File: src/rtl/phase_cmd_receiver.sv
// Host command receiver: finds 8-byte frames on a sliding byte window from the RX FIFO,
// issues single/burst phase writes and optionally answers each command with a 4-byte ack.
module phase_cmd_receiver #(
   parameter int TX_FIFO_LOAD_W = 8,
   parameter int RX_FIFO_LOAD_W = 8,
   parameter int ADDR_W         = 8,
   parameter int PHASE_W        = 8,
   parameter bit ACK_EN         = 1'b1,
   parameter int BURST_TIMEOUT  = 65535
) (
   input  logic                      clk,
   input  logic                      rst_n,
   input  logic [7:0]                rxfifo_data,
   input  logic                      rxfifo_valid,
   input  logic [RX_FIFO_LOAD_W-1:0] rxfifo_load,
   input  logic                      rxfifo_empty,
   output logic                      rxfifo_rd,
   input  logic [TX_FIFO_LOAD_W-1:0] txfifo_load,
   input  logic                      txfifo_full,
   output logic                      txfifo_wr,
   output logic [7:0]                txfifo_data,
   output logic                      phase_wr_en,
   output logic [ADDR_W-1:0]         phase_addr,
   output logic [PHASE_W-1:0]        phase_data,
   output logic                      debug_led,
   output logic                      read_error,
   output logic [15:0]               cmd_count
);

   localparam int AB    = (ADDR_W + 7) / 8;
   localparam int PB    = (PHASE_W + 7) / 8;
   localparam int EB    = AB + PB;
   localparam int ENT_W = EB * 8;
   localparam int BI_W  = $clog2(EB);
   localparam int TO_W  = $clog2(BURST_TIMEOUT + 1);
   localparam logic [BI_W-1:0] BI_LAST = BI_W'(EB - 1);
   localparam logic [TO_W-1:0] TO_LAST = TO_W'(BURST_TIMEOUT - 1);

   typedef enum logic [1:0] {S_IDLE, S_PARSE, S_BURST, S_ACK} state_t;

   state_t              r_state, w_nxt, w_after;
   logic [63:0]         r_win;
   logic                r_rd_pend, r_rxfifo_rd;
   logic [15:0]         r_code, r_arg, r_ent_left, r_cmd_count;
   logic [7:0]          r_status;
   logic [ENT_W-9:0]    r_ent;
   logic [BI_W-1:0]     r_bidx;
   logic [TO_W-1:0]     r_idle;
   logic [1:0]          r_ack_idx;
   logic                r_phase_wr_en, r_led, r_err;
   logic [ADDR_W-1:0]   r_phase_addr;
   logic [PHASE_W-1:0]  r_phase_data;

   logic                w_take, w_match, w_burst_byte, w_entry_done, w_timeout, w_rd_ok;
   logic [ENT_W-1:0]    w_ent_full;
   logic [7:0]          w_tx_byte;
   logic                w_unused;

   assign w_unused     = ^{rxfifo_load, txfifo_load};
   assign w_after      = ACK_EN ? S_ACK : S_IDLE;
   assign w_take       = rxfifo_valid & r_rd_pend;
   assign w_match      = (r_state == S_IDLE) && (r_win[63:56] == 8'hAA) && (r_win[7:0] == 8'h55);
   assign w_burst_byte = (r_state == S_BURST) && w_take;
   assign w_entry_done = w_burst_byte && (r_bidx == BI_LAST);
   assign w_timeout    = (r_state == S_BURST) && !w_take && (r_idle == TO_LAST);
   assign w_ent_full   = {r_ent, rxfifo_data};

   // Reads only issue when the FSM stays in a fetching state, so no byte is ever in flight at a match or on entering ACK.
   assign w_rd_ok = !rxfifo_empty && !r_rd_pend && (w_nxt == r_state) &&
                    ((r_state == S_IDLE) || (r_state == S_BURST));

   always_ff @(posedge clk or negedge rst_n) begin
      if (!rst_n) r_state <= S_IDLE;
      else        r_state <= w_nxt;
   end

   always_comb begin
      w_nxt = r_state;
      case (r_state)
         S_IDLE:  if (w_match) w_nxt = S_PARSE;
         S_PARSE: begin
            if ((r_code == 16'h0002) && (r_arg != 16'd0)) w_nxt = S_BURST;
            else                                          w_nxt = w_after;
         end
         S_BURST: if ((w_entry_done && (r_ent_left == 16'd1)) || w_timeout) w_nxt = w_after;
         S_ACK:   if (!txfifo_full && (r_ack_idx == 2'd3)) w_nxt = S_IDLE;
         default: w_nxt = S_IDLE;
      endcase
   end

   always_ff @(posedge clk or negedge rst_n) begin
      if (!rst_n) begin
         r_win         <= '0;
         r_rd_pend     <= 1'b0;
         r_rxfifo_rd   <= 1'b0;
         r_code        <= '0;
         r_arg         <= '0;
         r_ent_left    <= '0;
         r_cmd_count   <= '0;
         r_status      <= '0;
         r_ent         <= '0;
         r_bidx        <= '0;
         r_idle        <= '0;
         r_ack_idx     <= '0;
         r_phase_wr_en <= 1'b0;
         r_phase_addr  <= '0;
         r_phase_data  <= '0;
         r_led         <= 1'b0;
         r_err         <= 1'b0;
      end else begin
         r_phase_wr_en <= 1'b0;
         r_rxfifo_rd   <= w_rd_ok;
         if (w_rd_ok)     r_rd_pend <= 1'b1;
         else if (w_take) r_rd_pend <= 1'b0;

         if (w_take && (r_state != S_BURST)) r_win <= {r_win[55:0], rxfifo_data};
         else if (w_match)                    r_win <= '0;

         // Single writes launch straight from the matched window to keep valid->pulse at two cycles.
         if (w_match) begin
            r_code        <= r_win[55:40];
            r_arg         <= r_win[23:8];
            r_cmd_count   <= r_cmd_count + 16'd1;
            r_status      <= 8'h00;
            r_phase_wr_en <= (r_win[55:40] == 16'h0001);
            r_phase_addr  <= r_win[8+PHASE_W +: ADDR_W];
            r_phase_data  <= r_win[8 +: PHASE_W];
         end

         if (r_state == S_PARSE) begin
            case (r_code)
               16'h0001: ;
               16'h0002: begin
                  r_ent_left <= r_arg;
                  r_bidx     <= '0;
                  r_idle     <= '0;
                  r_ent      <= '0;
               end
               16'h0003: r_err <= 1'b0;
               16'h1ED0: r_led <= r_arg[0];
               default: begin
                  r_err    <= 1'b1;
                  r_status <= 8'h01;
               end
            endcase
         end

         if (r_state == S_BURST) begin
            if (w_take) begin
               r_idle <= '0;
               if (w_entry_done) begin
                  r_phase_wr_en <= 1'b1;
                  r_phase_addr  <= w_ent_full[PB*8 +: ADDR_W];
                  r_phase_data  <= w_ent_full[PHASE_W-1:0];
                  r_ent_left    <= r_ent_left - 16'd1;
                  r_bidx        <= '0;
               end else begin
                  r_ent  <= w_ent_full[ENT_W-9:0];
                  r_bidx <= r_bidx + 1'b1;
               end
            end else begin
               r_idle <= r_idle + 1'b1;
               if (w_timeout) begin
                  r_err    <= 1'b1;
                  r_status <= 8'h02;
               end
            end
         end

         if (r_state == S_ACK) begin
            if (!txfifo_full) r_ack_idx <= r_ack_idx + 2'd1;
         end else begin
            r_ack_idx <= '0;
         end
      end
   end

   always_comb begin
      w_tx_byte = 8'h00;
      if (r_state == S_ACK) begin
         case (r_ack_idx)
            2'd0:    w_tx_byte = 8'hA5;
            2'd1:    w_tx_byte = r_code[7:0];
            2'd2:    w_tx_byte = r_status;
            default: w_tx_byte = 8'h5A;
         endcase
      end
   end

   assign rxfifo_rd   = r_rxfifo_rd;
   assign txfifo_wr   = (r_state == S_ACK) && !txfifo_full;
   assign txfifo_data = w_tx_byte;
   assign phase_wr_en = r_phase_wr_en;
   assign phase_addr  = r_phase_addr;
   assign phase_data  = r_phase_data;
   assign debug_led   = r_led;
   assign read_error  = r_err;
   assign cmd_count   = r_cmd_count;

endmodule

File: config.mk
export PLATFORM = sky130hd
export DESIGN_NAME = phase_cmd_receiver
export DESIGN_NICKNAME = d
export VERILOG_FILES = /design/src/rtl/phase_cmd_receiver.sv
export SDC_FILE = /design/constraint.sdc
export NUM_CORES = 1
export LEC_CHECK = 0
export ABC_AREA = 1
export CORE_MARGIN = 2
export CORE_UTILIZATION = 50
export CTS_BUF_LIST = sky130_fd_sc_hd__clkbuf_4 sky130_fd_sc_hd__clkbuf_8
export DETAILED_ROUTE_END_ITERATION = 7
export PLACE_DENSITY_LB_ADDON = 0.25
export SLEW_MARGIN = 5
export SYNTH_ARGS = -nofsm -noshare
export SYNTH_HDL_FRONTEND = slang
export SYNTH_SLANG_ARGS = --single-unit
File: constraint.sdc
create_clock -name clk -period 2.4 [get_ports clk]
set_clock_uncertainty 0.05 [all_clocks]
set_input_delay 0.48 -clock clk [delete_from_list [all_inputs] [get_ports clk]]
set_output_delay 0.48 -clock clk [all_outputs]
set_load 0.01 [all_outputs]
==> impl_metrics.env <==
export IMPL_grt_use_met3_pct=3.333
export IMPL_hold_path_class="reg2reg"
export IMPL_fill_cells=1507
export IMPL_drtIter0Drc=530
export IMPL_clkSlewWorstSetupHoldPaths_ps=90
export IMPL_numPortBuffers=57
export IMPL_dp_hpwl_um=13920
export IMPL_min_period_ps=2325
export IMPL_final_nets=1129
export IMPL_synth_seq_cells=186
export IMPL_syn_nets=1060
export IMPL_fp_dieW_um=137.1
export IMPL_initial_core_util_pct=51.21
export IMPL_grt_start_max_net_pins=69
export IMPL_grt_pass1_vias=6728
export IMPL_dpl_cell_area_mm2=0.009748
export IMPL_totalWireLength_um=20330
export IMPL_core_area_mm2=0.01730
export IMPL_area_delta_synth_final_pct=16.13
export IMPL_io_pins=74
export IMPL_insertion_delay_ps=470
export IMPL_antenna_found_initial=0
export IMPL_p_per_area_mw_per_mm2=884.7
export IMPL_endpoint_kind="output pin"
export IMPL_drc=0
export IMPL_grt_usage_pct=22.80
export IMPL_slew_headroom_pct=48.54
export IMPL_crit_path_start_kind="flop"
export IMPL_crit_path_max_fanout=8
export IMPL_avgSynthCellArea_um2=8.709
export IMPL_grt_busiest_layer="met2"
export IMPL_clk_path_buf_depth=2
export IMPL_use_met1_pct=32.99
export IMPL_wl_per_cell_um=15.36
export IMPL_synth_enable_flop_cells=0
export IMPL_die_area_mm2=0.01880
export IMPL_ant_nets=0
export IMPL_setup_viol=0
export IMPL_die_h_um=137.1
export IMPL_grt_ovfl_total=0
export IMPL_drive_above_1_share_pct=11.10
export IMPL_ys_seq_area_share_pct=52.55
export IMPL_grt_pass1_wl_um=33690
export IMPL_holdWs_ps=465.3
export IMPL_setup_tns_ps=0
export IMPL_via_count=7088
export IMPL_maxCapViolCount=0
export IMPL_slew_violations=0
export IMPL_crit_required_ps=1870
export IMPL_ctsHtreeMaxLevel=4
export IMPL_via_per_inst=5.353
export IMPL_clkSinkCount=186
export IMPL_diodes=0
export IMPL_stdcell_area_mm2=0.01029
export IMPL_rows=48
export IMPL_synth_warning_count=0
export IMPL_p_leak_nw=4.896
export IMPL_critical_path_class="reg2out"
export IMPL_async_reset_ff_share_pct=100.0
export IMPL_synthCells=1017
export IMPL_stdcell_count=1324
export IMPL_firstDrtPassIters=7
export IMPL_cts_tree="done"
export IMPL_synth_ff_type="dfrtp_1"
export IMPL_rsz0062_at_grt="false"
export IMPL_grt_util_met2_pct=35.79
export IMPL_ys_types=45
export IMPL_crit_arrival_ps=1790
export IMPL_worstMarginPinSlew_ps=766.1
export IMPL_cts_root_buf="clkbuf_8"
export IMPL_ir_drop_mv=0.5341
export IMPL_place_congestion=0.8452
export IMPL_cts_buffers=17
export IMPL_finalCritPeriodShare_pct=96.86
export IMPL_hold_viol_final=0
export IMPL_synth_area_mm2=0.008857
export IMPL_dp_cells=1282
export IMPL_status="complete, no violations"
export IMPL_fmax_ghz=0.4302
## layer usage
metal	vias to the layer above	part of all wire, %
met2	114	46
met5	-	0
met3	28	3.0
met1	3456	49
met4	0	1.5
li1	3490	-
## stage by stage
stage,util [%],setup slack (ps),power (mW)
finish,59.47,75.25,9.100
global route,59.47,0.4494,9.673
floorplan,-,552.0,5.936
global placement,56.36,167.3,6.689
detailed placement,56.36,143.2,6.762
CTS,59.29,-10.00,9.111
## final timing paths
| kind | from | to | slack [ps] | depth (start not counted) |
|---|---|---|---|---|
| setup / recovery | r_ack_idx[1]$_DFFE_PN0P_ | txfifo_data[6] | 80 | 6 |
| hold / removal | r_code[14]$_DFFE_PN0P_ | r_code[14]$_DFFE_PN0P_ | 470 | 2 |
| setup reg to reg | r_state[1]$_DFF_PN0_ | r_status[5]$_DFF_PN0_ | 130 | 12 |
| hold reg to reg | r_code[14]$_DFFE_PN0P_ | r_code[14]$_DFFE_PN0P_ | 470 | 2 |
| max in group asynchronous | rst_n | cmd_count[4]$_DFFE_PN0P_ | 1080 | 3 |
| min in group asynchronous | rst_n | r_ent_left[7]$_DFF_PN0_ | 520 | 2 |
## layout by cell type, fill, tap and decap left out, types with 3 or more instances in the layout
cell type / count
a21oi_1: 44
a21oi_2: 11
a221o_1: 4
a22o_1: 4
a22oi_1: 12
a31oi_1: 4
buf_12: 7
buf_2: 4
buf_4: 24
bufinv_16: 4
clkbuf_2: 3
clkbuf_8: 18
clkdlybuf4s50_1: 47
clkinv_2: 4
dfrtp_1: 185
ha_1: 11
ha_4: 3
inv_1: 138
inv_2: 9
nand2_1: 163
nand2_2: 4
nand3_1: 47
nand3_2: 3
nand3b_1: 3
nand4_1: 21
nor2_1: 110
nor2_2: 7
nor2_4: 3
nor3_1: 12
nor4_1: 4
o21ai_0: 37
o21ai_1: 28
o22ai_1: 66
xnor2_1: 10
xor2_1: 17
## report_power, final
group | total, mW | internal (mW) | switching [mW]
registers | 4.28 | 3.82 | 0.456
logic | 2.50 | 0.954 | 1.54
clock network | 2.32 | 1.17 | 1.15
total | 9.10 | 5.95 | 3.15
## logic make-up (layout without fill, tap and decap cells)
family | after synthesis | count (layout) | share of synthesized area, %
flip-flops | 186 | 186 | 52.55
buffers and inverters | 190 | 270 | 8.984
XOR/XNOR | 27 | 27 | 2.670
multiplexers | 1 | 1 | 0.1271
AND/OR/NAND/NOR | 380 | 382 | 18.68
adder cells (fa/ha/maj) | 14 | 14 | 1.978
AO/OA/AOI/OAI | 219 | 219 | 15.02
## state kept, by name, summed over array words and instances (netlist names)
signal	count
cmd_count	16
debug_led	1
phase_addr	8
phase_data	8
phase_wr_en	1
r_ack_idx	2
r_arg	16
r_bidx	1
r_code	16
r_ent	8
r_ent_left	16
r_idle	16
r_rd_pend	1
r_state	2
r_status	8
r_win	64
read_error	1
rxfifo_rd	1
## critical path, cell delays in order (launching register included)
cell             delay (ps)
dfrtp_1                 430
buf_4                   160
ha_4                    180
a22o_1                  180
o21ai_1                 110
inv_1                    50
clkdlybuf4s15_1         230
## timing repair
action	4_1_cts	5_1_grt
hold buffers	1	0
resized for setup	32	13
hold endpoints to repair	62	0
buffers inserted	5	2
setup endpoints to repair	9	76
pin swaps	0	1
cloned	0	2
## layout make-up
type / instances / area (µm²) / share of cell area (%)
Timing Repair Buffer: 89 / 868.3 / 8.442
Clock inverter: 13 / 191.4 / 1.861
Tap cell: 225 / 281.5 / 2.737
Sequential cell: 186 / 4656 / 45.26
Multi-Input combinational cell: 643 / 3478 / 33.82
Inverter: 149 / 561.8 / 5.462
Clock buffer: 19 / 249.0 / 2.421
## Yosys cell counts, types with 4 or more instances
| cell type | count | area share, % |
|---|---|---|
| o22ai_1 | 66 | 4.7 |
| ha_1 | 14 | 2.0 |
| a21oi_2 | 11 | 1.1 |
| nor2_1 | 111 | 4.7 |
| dfrtp_1 | 186 | 53 |
| xnor2_1 | 10 | 0.99 |
| nand4_1 | 21 | 1.5 |
| a22o_1 | 4 | 0.40 |
| buf_4 | 4 | 0.34 |
| a21oi_1 | 44 | 2.5 |
| clkbuf_1 | 8 | 0.34 |
| xor2_1 | 17 | 1.7 |
| a31oi_1 | 4 | 0.28 |
| nand2_1 | 164 | 7.0 |
| o21ai_0 | 41 | 2.3 |
| o21ai_1 | 25 | 1.4 |
| nor2_2 | 7 | 0.49 |
| buf_6 | 5 | 0.64 |
| inv_1 | 140 | 5.9 |
| buf_2 | 23 | 1.3 |
| nor4_1 | 4 | 0.28 |
| a22oi_1 | 12 | 1.0 |
| nor3_1 | 12 | 0.68 |
| a221o_1 | 4 | 0.45 |
| nand3_1 | 47 | 2.7 |
| inv_2 | 8 | 0.34 |
(Power assumes the default switching activity.)
